File: config.mk
export PLATFORM = sky130hd
export DESIGN_NAME = updown_flex_counter
export DESIGN_NICKNAME = d
export VERILOG_FILES = /design/src/rtl/flex_counter_pkg.sv /design/src/rtl/updown_flex_counter.sv
export SDC_FILE = /design/constraint.sdc
export NUM_CORES = 1
export LEC_CHECK = 0
export ABC_CLOCK_PERIOD_IN_PS = 4900
export BUFFER_PORTS_ARGS = -buffer_cell sky130_fd_sc_hd__buf_2
export CAP_MARGIN = 40
export CORE_ASPECT_RATIO = 0.6
export CORE_MARGIN = 5
export CORE_UTILIZATION = 35
export CTS_CLUSTER_DIAMETER = 120
export DETAILED_ROUTE_END_ITERATION = 6
export SLEW_MARGIN = 20
export SYNTH_ARGS = -nofsm -noshare
export SYNTH_HDL_FRONTEND = slang
export SYNTH_SLANG_ARGS = --single-unit
File: constraint.sdc
create_clock -name clk -period 4.9 [get_ports clk]
set_clock_uncertainty 0.1 [all_clocks]
set_input_delay 0.245 -clock clk [delete_from_list [all_inputs] [get_ports clk]]
set_output_delay 0.245 -clock clk [all_outputs]
set_load 0.1 [all_outputs]
File: src/rtl/flex_counter_pkg.sv
// Shared definitions for the up/down flex counter family.
//
// Contents:
//   state_t - counter control state (IDLE, RUN, HALT), 2-bit encoding
package flex_counter_pkg;

  // IDLE: count parked at zero after reset or clear.
  // RUN : counting (or holding with count_enable low).
  // HALT: one-shot terminal count reached; only clear or load leave it.
  typedef enum logic [1:0] {
    IDLE = 2'b00,
    RUN  = 2'b01,
    HALT = 2'b10
  } state_t;

endpackage

File: src/rtl/updown_flex_counter.sv
// Parametrised up/down rollover counter with parallel load, one-shot mode
// and a single-cycle wrap pulse. Serves as the timing / bit-count engine
// for shift-register, UART-style and timer blocks.
//
// Ports:
//   clk           - system clock, rising edge
//   n_rst         - asynchronous active-low reset
//   clear         - synchronous clear to IDLE (highest priority)
//   count_enable  - advance the count this cycle
//   count_up      - 1 = count up, 0 = count down
//   load          - synchronous load of load_val (below clear)
//   load_val      - value taken on load
//   rollover_val  - terminal/reload value R; 0 disables counting
//   oneshot       - 1 = halt at terminal count, 0 = auto-reload
//   count_out     - registered count
//   rollover_flag - high while count_out equals the terminal value
//   wrap_pulse    - high for the single cycle showing a wrapped value
//   done          - sticky one-shot completion
module updown_flex_counter
  import flex_counter_pkg::*;
#(
  parameter int NUM_CNT_BITS = 4
) (
  input  logic                    clk,
  input  logic                    n_rst,
  input  logic                    clear,
  input  logic                    count_enable,
  input  logic                    count_up,
  input  logic                    load,
  input  logic [NUM_CNT_BITS-1:0] load_val,
  input  logic [NUM_CNT_BITS-1:0] rollover_val,
  input  logic                    oneshot,
  output logic [NUM_CNT_BITS-1:0] count_out,
  output logic                    rollover_flag,
  output logic                    wrap_pulse,
  output logic                    done
);

  localparam logic [NUM_CNT_BITS-1:0] ONE = {{(NUM_CNT_BITS-1){1'b0}}, 1'b1};

  state_t                  state_q, state_d;
  logic [NUM_CNT_BITS-1:0] count_q, count_d;
  logic                    rollover_q, rollover_d;
  logic                    wrap_q, wrap_d;
  logic                    done_q, done_d;
  logic [NUM_CNT_BITS-1:0] terminal;
  logic                    step_ok;

  always_ff @(posedge clk or negedge n_rst) begin
    if (!n_rst) begin
      state_q    <= IDLE;
      count_q    <= '0;
      rollover_q <= 1'b0;
      wrap_q     <= 1'b0;
      done_q     <= 1'b0;
    end else begin
      state_q    <= state_d;
      count_q    <= count_d;
      rollover_q <= rollover_d;
      wrap_q     <= wrap_d;
      done_q     <= done_d;
    end
  end

  always_comb begin
    state_d  = state_q;
    count_d  = count_q;
    done_d   = done_q;
    wrap_d   = 1'b0;
    terminal = count_up ? rollover_val : ONE;
    step_ok  = count_enable && (rollover_val != '0) && (state_q != HALT);

    if (clear) begin
      count_d = '0;
      done_d  = 1'b0;
      state_d = IDLE;
    end else if (load) begin
      count_d = load_val;
      done_d  = 1'b0;
      state_d = RUN;
    end else if (step_ok) begin
      state_d = RUN;
      // The >= / <= comparisons also catch counts left outside 1..R by a
      // load or an R change, so the count never runs past either end.
      if (count_up) begin
        if (count_q >= rollover_val) begin
          count_d = ONE;
          wrap_d  = 1'b1;
        end else begin
          count_d = count_q + ONE;
        end
      end else begin
        if (count_q <= ONE) begin
          count_d = rollover_val;
          wrap_d  = 1'b1;
        end else begin
          count_d = count_q - ONE;
        end
      end
      // Only a step (never a load) can complete a one-shot run.
      if (oneshot && (count_d == terminal)) begin
        state_d = HALT;
        done_d  = 1'b1;
      end
    end

    // Flag is re-evaluated every cycle from the value about to be shown,
    // so it lines up with count_out and follows direction changes.
    rollover_d = (rollover_val != '0) && (count_d == terminal);
  end

  assign count_out     = count_q;
  assign rollover_flag = rollover_q;
  assign wrap_pulse    = wrap_q;
  assign done          = done_q;

endmodule

==> metrics.yaml <==
status:
  status: "complete, no violations"
global_route:
  grt_overflow_total: 0
  grt_pass1_vias: 1033
  grt_pass1_wl_mm: 5.313
  grt_start_max_net_pins: 15
  antenna_found_initial: 0
  grt_usage_pct: 16.68
synth:
  synth_edf_count: 0
  synth-async-reset-ratio_pct: 100.0
  synth_cells: 138
  synth_ff_type: "dfrtp_1"
  synth_cell_types: 50
  seq_area_frac_synth_pct: 20.55
  synth_area_mm2: 0.001096
  yosysWarnings: 0
  synth_largest_area_cell: "dfrtp_1"
  synthesis.nets: 160
  syn_area_per_cell_um2: 7.942
  ys_ff_latch: 9
  yosys-top-cells-area: "dfrtp_1 21%, ha_1 8.0%, a21oi_1 5.5%, o21ai_0 4.6%, inv_1 4.5%"
  synth_top_area_share_pct: 20.55
run:
  cap_violations: 0
layout:
  stdcell_area_mm2: 0.001289
  mostFrequentLayoutCells: "21 x buf_2, 13 x inv_1, 12 x a21oi_1"
  nFillCells: 320
  n_antenna_cell: 0
  fin_nets: 182
  area_delta_synth_final_pct: 17.58
  final_common_cell: "buf_2"
  drive_above_1_share_pct: 21.38
  fin_cells: 201
die:
  boundaryPins: 22
  die_h_um: 53.35
  rows: 15
  die_x_um: 82.25
  die-area_mm2: 0.004387
  initial_core_util_pct: 37.44
  core_mm2: 0.002928
timing:
  whs_ps: 171.7
  max_freq_mhz: 356.0
  rsz0062_at_grt: "no"
  worstMarginPinSlew_ps: 696.6
  timing.final.crit_share_pct: 57.33
  slew-limit-headroom_pct: 52.95
  hold_viol_final: 0
  setup_tns_ps: 0
  setup_viol: 0
  slew_violations: 0
  finalCriticalPeriod_ps: 2809
critical_path:
  cp_common_cell: "nor3b_1"
  crit_family: "simple AND/OR/NAND/NOR gates"
  slowest_stage: "or4_1"
  crit_buf_inv: 1
  startpoint_type: "flip-flop"
  path_max_fanout: 9
  criticalPathCategory: "flip-flop to flip-flop"
  crit_path_end_kind: "flip-flop"
  required_ps: 4940
  critical_path.max_stage_delay_ps: 480
  path_cells: "inv_1 > ha_1 > nor3b_1 > o21ai_0 > nor3_1 > nor3b_1 > or4_1 > nor4_2"
  worstPathArrival_ps: 2850
drt:
  num_vias: 1190
  drt_iter0_drc: 158
  dr.pass1.iters: 4
  final_antenna_net_count: 0
  drc_errors: 0
  viasPerCell: 5.920
  wl_per_cell_um: 16.66
  routed_wl_mm: 3.349
power_and_ir_drop:
  leakage_nw: 0.5519
  irDropWorstVdd_mv: 0.09758
  pwr_density_cell_mw_per_mm2: 246.0
  finalPower_mw: 0.3170
cts:
  clkLatencyLatePin_ps: 240
  clock_path_buffers: 2
  clockRootBuffer: "clkbuf_8"
  cts.clk_slew.worst_paths_ps: 50
  clock_sinks: 9
  post-cts-setup-buffer-count: 0
  cts_max_level: 1
  cts_buffers: 3
  cts_tree: "done"
placed_design:
  dp_hpwl_mm: 2.681
  place_inst: 196
  placed_area_mm2: 0.001234
  port_buffers: 21
  gp_routability_congestion: 1.031
worst_hold_path:
  hp-class: "input port to flip-flop"
## metal layers
metal / global-route usage (%) / share of wire [%] / up-vias
li1: - / - / 579
met1: 25.43 / 48 / 548
met2: 21.81 / 40 / 58
met3: 5.612 / 12 / 5
met4: 3.315 / 0.69 / 0
met5: 0 / 0 / -
## logic make-up after synthesis
logic type               after synthesis  share of synthesized area, %
flip-flops                             9                         20.55
XOR/XNOR                               4                         4.452
AO/OA/AOI/OAI                         50                         32.88
AND/OR/NAND/NOR                       49                         26.94
multiplexers                           1                        0.9133
adder cells (fa/ha/maj)                7                         7.991
buffers and inverters                 18                         6.278
## synth_stat cells, types with 2 or more instances
library cell,instances
nand2b_1,2
a2111oi_0,2
dfrtp_1,9
a311oi_1,2
o21a_1,2
o311ai_0,2
nor4b_1,2
a21oi_1,12
xnor2_1,3
ha_1,7
o31ai_1,2
o21ai_0,10
a211oi_1,3
nor3b_1,2
inv_1,13
nor2_1,8
o2111ai_1,2
o211ai_1,2
nor3_1,4
nor4_1,3
clkbuf_1,4
nand3_1,8
nand2_1,6
o41ai_1,2
## through the flow
| stage | utilization [%] | setup WS, ps |
|---|---|---|
| finish | 44.02 | 2091 |
| global route | 44.02 | 1967 |
| CTS | 44.02 | 2104 |
| detailed placement | 42.14 | 2131 |
| global placement | 42.14 | 2129 |
| floorplan | - | 1681 |
## registers in the layout (all words and copies together), names as in the netlist
register,flops
wrap_pulse,1
rollover_flag,1
state_q,2
done,1
count_out,4
## final cells by class
cell class	instances	area [µm²]	area share, %
well taps	42	52.55	4.078
inverters	13	48.80	3.786
clock buffers	4	45.04	3.495
flip-flops and latches	9	225.2	17.48
multi-input cells	111	802.0	62.23
repair buffers	22	115.1	8.932
## worst register-to-register path, delay by kind of cell (launching register included)
kind                     cells  cell delay [ps]
adder cells (fa/ha/maj)      1              300
AO/OA/AOI/OAI                1              310
flip-flops                   1              470
AND/OR/NAND/NOR              5             1380
buffers and inverters        1              140
## timing repair
item,CTS,global route
hold buffers,1,0
endpoints found under the hold margin,9,0
gates resized for setup,0,0
## report_power, final
group	leakage, nW	internal (mW)	switching, mW
logic	0.410	0.0439	0.0956
registers	0.119	0.0791	0.00985
clock network	0.0228	0.0569	0.0316
## worst paths after layout
kind,start,endpoint,slack (ps),depth (start not counted)
max reg2reg,count_out[0],rollover_flag,2090,8
max,count_out[0],rollover_flag,2090,8
min in group asynchronous,n_rst,rollover_flag,300,2
min reg2reg,done,done,440,2
min,clear,done,170,2
max in group asynchronous,n_rst,count_out[0],4210,2
Note: power is estimated with default switching activity, not from simulation.
